<file path="src/rtl/spwm_pkg.sv">
// Shared definitions for the SPWM sequencer slice.
// Holds the sequencer state encoding, the quadrant encoding seen on the
// Quadrant output, the default carrier period and the datapath widths.
package spwm_pkg;

    localparam int PWM_PERIOD_DEFAULT = 10000; // 50 MHz / 5 kHz carrier
    localparam int FREC_W   = 8;               // user frequency
    localparam int CICLOS_W = 11;              // carrier periods per quarter cycle
    localparam int CTE_W    = 16;              // duty step per carrier period
    localparam int DUTY_W   = 14;              // duty and carrier counter

    typedef enum logic [2:0] {
        IDLE,
        LATCH,
        LOAD,
        RISE_P,
        FALL_P,
        RISE_N,
        FALL_N
    } state_t;

    typedef enum logic [1:0] {
        Q_RISE_P = 2'd0,
        Q_FALL_P = 2'd1,
        Q_RISE_N = 2'd2,
        Q_FALL_N = 2'd3
    } quadrant_t;

endpackage

</file>
<file path="src/rtl/spwm_sequencer_if.sv">
// Signal bundle between the SPWM sequencer and its surroundings.
//   master : run request, user frequency, calculator results in; status out
//   slave  : the sequencer side of the same signals
// Ciclos_pwm and Cte come from the frequency calculator, which is driven
// combinationally by Frec_sel.
interface spwm_sequencer_if;
    import spwm_pkg::*;

    logic                Enable;
    logic [FREC_W-1:0]   Frec;
    logic [CICLOS_W-1:0] Ciclos_pwm;
    logic [CTE_W-1:0]    Cte;
    logic [FREC_W-1:0]   Frec_sel;
    logic                PWM_A;
    logic                PWM_B;
    logic [DUTY_W-1:0]   Duty;
    logic [1:0]          Quadrant;
    logic                Period_tick;
    logic                Cycle_done;
    logic                Busy;

    modport master (
        output Enable, Frec, Ciclos_pwm, Cte,
        input  Frec_sel, PWM_A, PWM_B, Duty, Quadrant, Period_tick, Cycle_done, Busy
    );

    modport slave (
        input  Enable, Frec, Ciclos_pwm, Cte,
        output Frec_sel, PWM_A, PWM_B, Duty, Quadrant, Period_tick, Cycle_done, Busy
    );

endinterface

</file>
<file path="src/rtl/spwm_carrier.sv">
// PWM carrier: free-running period counter plus registered gate comparator.
//   clk, rst_n   : clock, synchronous active-low reset
//   run          : counter advances while high, held at 0 otherwise
//   leg_a, leg_b : which gate the comparison is steered to
//   duty         : high time in clocks for the current period
//   period_tick  : high on the last clock of each carrier period
//   pwm_a, pwm_b : registered gates, one clock behind per_cnt/duty
module spwm_carrier
    import spwm_pkg::*;
#(
    parameter int PWM_PERIOD = PWM_PERIOD_DEFAULT
) (
    input  logic              clk,
    input  logic              rst_n,
    input  logic              run,
    input  logic              leg_a,
    input  logic              leg_b,
    input  logic [DUTY_W-1:0] duty,
    output logic              period_tick,
    output logic              pwm_a,
    output logic              pwm_b
);

    logic [DUTY_W-1:0] per_cnt;

    assign period_tick = run && (per_cnt == DUTY_W'(PWM_PERIOD - 1));

    always_ff @(posedge clk) begin
        // NOTE: reset is sampled on the clock edge only; dropping rst_n
        // between edges leaves every register untouched.
        if (!rst_n) begin
            per_cnt <= '0;
            pwm_a   <= 1'b0;
            pwm_b   <= 1'b0;
        end else begin
            // Counter idles at 0 so the first quadrant period starts cleanly.
            if (!run || period_tick) begin
                per_cnt <= '0;
            end else begin
                per_cnt <= per_cnt + 1'b1;
            end
            // duty == PWM_PERIOD keeps the gate high for the whole period.
            pwm_a <= leg_a && (per_cnt < duty);
            pwm_b <= leg_b && (per_cnt < duty);
        end
    end

endmodule

</file>
<file path="src/rtl/spwm_sequencer.sv">
// SPWM sequencer: latches the user frequency, loads the calculator results
// and ramps duty through RISE_P, FALL_P, RISE_N, FALL_N. A new frequency is
// only picked up at the end of FALL_N, so a cycle is never torn.
//   Clk   : 50 MHz system clock
//   Rst_n : synchronous active-low reset
//   sif   : slave side of spwm_sequencer_if (run request, frequency,
//           calculator results in; gates, duty, quadrant, ticks, busy out)
module spwm_sequencer
    import spwm_pkg::*;
#(
    parameter int PWM_PERIOD = PWM_PERIOD_DEFAULT
) (
    input  logic            Clk,
    input  logic            Rst_n,
    spwm_sequencer_if.slave sif
);

    state_t              state;
    state_t              next_state;
    quadrant_t           quadrant;
    logic [FREC_W-1:0]   frec_sel;
    logic [CICLOS_W-1:0] ciclos_q;
    logic [CICLOS_W-1:0] quad_cnt;
    logic [CTE_W-1:0]    cte_q;
    logic [DUTY_W-1:0]   duty;
    logic [DUTY_W-1:0]   duty_up;
    logic [DUTY_W-1:0]   duty_dn;
    logic [CTE_W:0]      duty_sum;
    logic                start_ok;
    logic                last_period;
    logic                period_tick;
    logic                run;
    logic                leg_a;
    logic                leg_b;
    logic                rising;
    logic                pwm_a;
    logic                pwm_b;

    spwm_carrier #(.PWM_PERIOD(PWM_PERIOD)) u_carrier (
        .clk         (Clk),
        .rst_n       (Rst_n),
        .run         (run),
        .leg_a       (leg_a),
        .leg_b       (leg_b),
        .duty        (duty),
        .period_tick (period_tick),
        .pwm_a       (pwm_a),
        .pwm_b       (pwm_b)
    );

    // Frec == 0 would divide by zero in the calculator, so it never starts a cycle.
    assign start_ok    = sif.Enable && (sif.Frec != '0);
    assign last_period = period_tick && (quad_cnt == ciclos_q - 1'b1);

    assign leg_a  = (state == RISE_P) || (state == FALL_P);
    assign leg_b  = (state == RISE_N) || (state == FALL_N);
    assign run    = leg_a || leg_b;
    assign rising = (state == RISE_P) || (state == RISE_N);

    // Sum is one bit wider than the step so the saturation test cannot wrap.
    assign duty_sum = {1'b0, cte_q} + (CTE_W + 1)'(duty);
    assign duty_up  = (duty_sum > (CTE_W + 1)'(PWM_PERIOD)) ? DUTY_W'(PWM_PERIOD)
                                                             : duty_sum[DUTY_W-1:0];
    assign duty_dn  = (cte_q >= CTE_W'(duty)) ? '0 : duty - cte_q[DUTY_W-1:0];

    always_ff @(posedge Clk) begin
        // NOTE: sequential state uses non-blocking assignments so every
        // register samples the pre-edge values, independent of block order.
        if (!Rst_n) begin
            state <= IDLE;
        end else begin
            state <= next_state;
        end
    end

    always_comb begin
        // NOTE: defaults first, so no path through the case leaves an output
        // unassigned and infers a latch.
        next_state = state;
        quadrant   = Q_RISE_P;
        case (state)
            IDLE:    if (start_ok) next_state = LATCH;
            LATCH:   next_state = LOAD;
            LOAD:    next_state = RISE_P;
            RISE_P:  if (last_period) next_state = FALL_P;
            FALL_P: begin
                quadrant = Q_FALL_P;
                if (last_period) next_state = RISE_N;
            end
            RISE_N: begin
                quadrant = Q_RISE_N;
                if (last_period) next_state = FALL_N;
            end
            FALL_N: begin
                quadrant = Q_FALL_N;
                if (last_period) next_state = start_ok ? LATCH : IDLE;
            end
            default: next_state = IDLE;
        endcase
    end

    always_ff @(posedge Clk) begin
        if (!Rst_n) begin
            frec_sel <= '0;
            ciclos_q <= '0;
            cte_q    <= '0;
            quad_cnt <= '0;
            duty     <= '0;
        end else begin
            case (state)
                LATCH: frec_sel <= sif.Frec;
                LOAD: begin
                    // A zero count from the calculator runs one period per quadrant.
                    ciclos_q <= (sif.Ciclos_pwm == '0) ? CICLOS_W'(1) : sif.Ciclos_pwm;
                    cte_q    <= sif.Cte;
                    quad_cnt <= '0;
                    duty     <= '0;
                end
                default: begin
                    if (period_tick) begin
                        quad_cnt <= last_period ? '0 : quad_cnt + 1'b1;
                        if (last_period && !rising) begin
                            duty <= '0;
                        end else if (rising) begin
                            duty <= duty_up;
                        end else begin
                            duty <= duty_dn;
                        end
                    end
                end
            endcase
        end
    end

    assign sif.Frec_sel    = frec_sel;
    assign sif.Duty        = duty;
    assign sif.Quadrant    = quadrant;
    assign sif.PWM_A       = pwm_a;
    assign sif.PWM_B       = pwm_b;
    assign sif.Period_tick = period_tick;
    assign sif.Cycle_done  = (state == FALL_N) && last_period;
    assign sif.Busy        = (state != IDLE);

endmodule

</file>
<file path="src/flat_wrapper.sv">
// flat-port wrapper written by rule: the top's interface ports become plain ports
module spwm_sequencer_flat import spwm_pkg::*;
#(
    parameter int PWM_PERIOD = PWM_PERIOD_DEFAULT
)
  (Clk, Rst_n, sif_Enable, sif_Frec, sif_Ciclos_pwm, sif_Cte, sif_Frec_sel, sif_PWM_A, sif_PWM_B, sif_Duty, sif_Quadrant, sif_Period_tick, sif_Cycle_done, sif_Busy);
  spwm_sequencer_if sif_i ();
  input  logic Clk;
  input  logic Rst_n;
  input wire logic [$bits(sif_i.Enable)-1:0] sif_Enable;
  input wire logic [$bits(sif_i.Frec)-1:0] sif_Frec;
  input wire logic [$bits(sif_i.Ciclos_pwm)-1:0] sif_Ciclos_pwm;
  input wire logic [$bits(sif_i.Cte)-1:0] sif_Cte;
  output wire logic [$bits(sif_i.Frec_sel)-1:0] sif_Frec_sel;
  output wire logic [$bits(sif_i.PWM_A)-1:0] sif_PWM_A;
  output wire logic [$bits(sif_i.PWM_B)-1:0] sif_PWM_B;
  output wire logic [$bits(sif_i.Duty)-1:0] sif_Duty;
  output wire logic [$bits(sif_i.Quadrant)-1:0] sif_Quadrant;
  output wire logic [$bits(sif_i.Period_tick)-1:0] sif_Period_tick;
  output wire logic [$bits(sif_i.Cycle_done)-1:0] sif_Cycle_done;
  output wire logic [$bits(sif_i.Busy)-1:0] sif_Busy;
  assign sif_i.Enable = sif_Enable;
  assign sif_i.Frec = sif_Frec;
  assign sif_i.Ciclos_pwm = sif_Ciclos_pwm;
  assign sif_i.Cte = sif_Cte;
  assign sif_Frec_sel = sif_i.Frec_sel;
  assign sif_PWM_A = sif_i.PWM_A;
  assign sif_PWM_B = sif_i.PWM_B;
  assign sif_Duty = sif_i.Duty;
  assign sif_Quadrant = sif_i.Quadrant;
  assign sif_Period_tick = sif_i.Period_tick;
  assign sif_Cycle_done = sif_i.Cycle_done;
  assign sif_Busy = sif_i.Busy;
  spwm_sequencer #(.PWM_PERIOD(PWM_PERIOD)) u_core (.Clk(Clk), .Rst_n(Rst_n), .sif(sif_i));
endmodule
</file>
<file path="config.mk">
export PLATFORM = sky130hd
export DESIGN_NAME = spwm_sequencer_flat
export DESIGN_NICKNAME = d
export VERILOG_FILES = /design/src/rtl/spwm_pkg.sv /design/src/rtl/spwm_sequencer_if.sv /design/src/rtl/spwm_carrier.sv /design/src/rtl/spwm_sequencer.sv /design/src/flat_wrapper.sv
export SDC_FILE = /design/constraint.sdc
export NUM_CORES = 1
export LEC_CHECK = 0
export CAP_MARGIN = 20
export CORE_MARGIN = 2
export CORE_UTILIZATION = 25
export DETAILED_ROUTE_END_ITERATION = 8
export GPL_ROUTABILITY_DRIVEN = 1
export SLEW_MARGIN = 10
export SYNTH_ARGS = -nofsm -noshare
export SYNTH_HDL_FRONTEND = slang
export SYNTH_SLANG_ARGS = --single-unit
</file>
<file path="constraint.sdc">
create_clock -name Clk -period 5.23 [get_ports Clk]
set_clock_uncertainty 0.2 [all_clocks]
set_input_delay 1.046 -clock Clk [delete_from_list [all_inputs] [get_ports Clk]]
set_output_delay 1.046 -clock Clk [all_outputs]
set_load 0.1 [all_outputs]
</file>
==> flow_summary.json <==
{
  "viasPerCell": 4.82,
  "status": "complete, no violations",
  "drtIter0Drc": 279,
  "yosysWarnings": 0,
  "die_x_um": 158,
  "worstMarginPinSlew_ns": 0.999,
  "drt_wl_total_um": 16500,
  "regArea_um2": 1580,
  "first_pass_iters": 5,
  "ctsHoldBuffers": 0,
  "r2r_cells": 12,
  "switchingPower_uw": 508,
  "drc": 0,
  "grt_pass1_vias": 5157,
  "path_clk_slew_ns": 0.06,
  "cts_sinks": 79,
  "async_flop_share_pct": 0,
  "synth-seq-area-share_pct": 26.8,
  "switching_share_pct": 32.0,
  "syn_area_per_cell_um2": 7.74,
  "cp.required_ns": 3.98,
  "holdPathStages": 2,
  "cap_violations": 0,
  "start_util_pct": 25.2,
  "worstPathArrival_ns": 3.22,
  "synthesis.nets": 858,
  "synthTopCellsByArea": "dfxtp_1 (27%), ha_1 (12%), nand2_1 (7.1%), a21oi_1 (5.4%), nor2_1 (4.7%)",
  "fin_nets": 901,
  "fin_cells": 1127,
  "num_vias": 5435,
  "syn-cell-area_um2": 5890,
  "start_kind": "flip-flop",
  "cts_resized": 0,
  "grt_pass1_wl_um": 26600,
  "worstSetupPathType": "reg -> out",
  "ioPinCount": 67,
  "power-per-cell-area_nw_per_um2": 224,
  "crit_path_end_kind": "primary output",
  "grt_max_degree": 41,
  "slew_viol_final": 0,
  "wl_per_cell_um": 14.7,
  "overflow": 0,
  "cts_buffers": 9,
  "dieArea_um2": 24800,
  "gp_congestion": 0.857,
  "coreArea_um2": 23300,
  "dp_hpwl_um": 12600,
  "hold_start": "u_core.sif.Frec_sel[3]",
  "antenna_left": 0,
  "comb_power_share_pct": 21.8,
  "syn_inst": 761,
  "antenna_found_initial": 0,
  "synth_cell_types": 82,
  "clkPwrFrac_pct": 37.7,
  "die_h_um": 158,
  "yosys.area.top_type": "dfxtp_1",
  "finalHoldViolCount": 0,
  "pwr-share-seq_pct": 40.6,
  "fin_setup_tns_ns": 0,
  "dp_cells": 1111,
  "layout-drive-gt1-share_pct": 6.81,
  "io_buffers": 66,
  "total_power_uw": 1590,
  "h-tree-depth": 3,
  "syn2layout_area_growth_pct": 20.1,
  "fin_crit_sh_pct": 85.5,
  "cts_buffer_depth": 2,
  "synth.ff_latch_count": 79,
  "row_count": 56,
  "fmax_mhz": 224,
  "r2r_start": "u_core.sif.Duty[11]",
  "grt_use_total_pct": 13.6,
  "period_needed_ns": 4.47,
  "clk_latency_ns": 0.35,
  "multi_input_area_um2": 3960,
  "worstHoldPathType": "reg -> reg",
  "synth_edf_count": 0,
  "synth_top_area_share_pct": 26.8,
  "utilization_pct": 30.3,
  "synthTopCellsByCount": "nand2_1 (112), dfxtp_1 (79), nor2_1 (73)",
  "antenna_cells": 0,
  "cp_max_fo": 20,
  "slew-limit-headroom_pct": 33.2,
  "vdd_drop_max_v": 0.000152,
  "rsz0062_at_grt": "false",
  "setup_viol": 0,
  "post-cts-setup-buffer-count": 0,
  "cts_tree": "built",
  "cts_root_buffer": "clkbuf_16",
  "power.internal_uw": 1080,
  "fillers": 2515,
  "synth_flop_cell": "dfxtp_1",
  "synth_most_common_cell": "nand2_1",
  "p_leak_uw": 0.00249,
  "worstSetupStartpoint": "u_core.state[0]"
}
==> placed cells by master, fill, tap and decap left out, types with 3 or more instances in the layout <==
cell type and n:
o21ai_1 7, nand2b_1 7, o311a_1 3, and3_1 8, xnor2_1 31, a21o_1 12
nor2b_1 11, nand4b_1 3, xor2_1 24, or2_2 3, nand2_1 112, nor3_1 17
dfxtp_1 79, clkdlybuf4s50_1 64, a21oi_1 63, nor3_2 3, nand3_1 21, clkbuf_16 9
o2111ai_1 3, buf_4 5, or3_1 6, nor2_1 72, o21ai_0 25, a211oi_1 6
nor4_2 3, ha_1 57, and2_1 4, nand4_1 8, nor4b_1 3, o31ai_1 5
mux2i_1 5, inv_1 45, nor4_1 10, o21bai_1 3, a31oi_1 4, o21a_1 3
==> flip-flops by register name, indices dropped and copies added, names as in the netlist <==
signal	flops
u_core.sif.Duty	14
u_core.ciclos_q	11
u_core.u_carrier.pwm_a	1
u_core.sif.Frec_sel	8
u_core.u_carrier.per_cnt	14
u_core.u_carrier.pwm_b	1
u_core.quad_cnt	11
u_core.state	3
u_core.cte_q	16
==> path summary, 6_finish.rpt <==
| kind | endpoint | slack, ns |
|---|---|---|
| worst max register to register | u_core.sif.Duty[10] | 1.49 |
| worst min-delay path | u_core.sif.Frec_sel[3] | 0.25 |
| worst min register to register | u_core.sif.Frec_sel[3] | 0.25 |
| worst max-delay path | sif_Cycle_done | 0.76 |
==> per-stage QoR <==
step,setup WS (ns),hold slack (ns),area [µm²]
detailed placement,1.19,0.248,6790
floorplan,0.244,0.226,5890
finish,0.759,0.255,7070
global placement,1.30,0.242,6790
global route,0.547,0.278,7070
CTS,0.779,0.257,7060
==> power groups by stage <==
stage,Combinational (µW),Sequential (µW),Clock [µW]
after CTS,343,644,617
after detailed placement,341,657,0
after global routing,379,647,640
after floorplan,226,675,0
after global placement,341,656,0
final,346,644,598
==> cell families after synthesis <==
logic type,Yosys count,share of synthesized area (%)
AO/OA/AOI/OAI,175,20.4
XOR/XNOR,55,8.18
adder cells (fa/ha/maj),59,12.8
buffers and inverters,85,6.01
flip-flops,79,26.8
multiplexers,6,1.04
AND/OR/NAND/NOR,302,24.7
==> critical path, cell delays in order, from the launching register on <==
cell,delay [ns]
dfxtp_1,0.68
nand2_1,0.13
xor2_1,0.19
nor3_2,0.44
nand4b_1,0.19
nor4_2,0.70
and3_1,0.26
buf_4,0.29
==> metal layers <==
metal / global-route usage [%] / up-vias / wire length (µm)
met5: 0 / - / 0
met4: 4.33 / 0 / 277
met3: 3.14 / 21 / 940
met2: 21.1 / 137 / 7170
met1: 18.5 / 2546 / 8160
li1: - / 2731 / -
==> final cells by class <==
cell class              count  share of cell area, %
clock buffers               9                   3.18
repair buffers             70                   9.76
flip-flops and latches     79                   22.4
multi-input cells         597                   55.9
clock inverters             6                  0.619
well taps                 319                   5.64
inverters                  47                   2.49
Power figures use the tool's default switching activity.
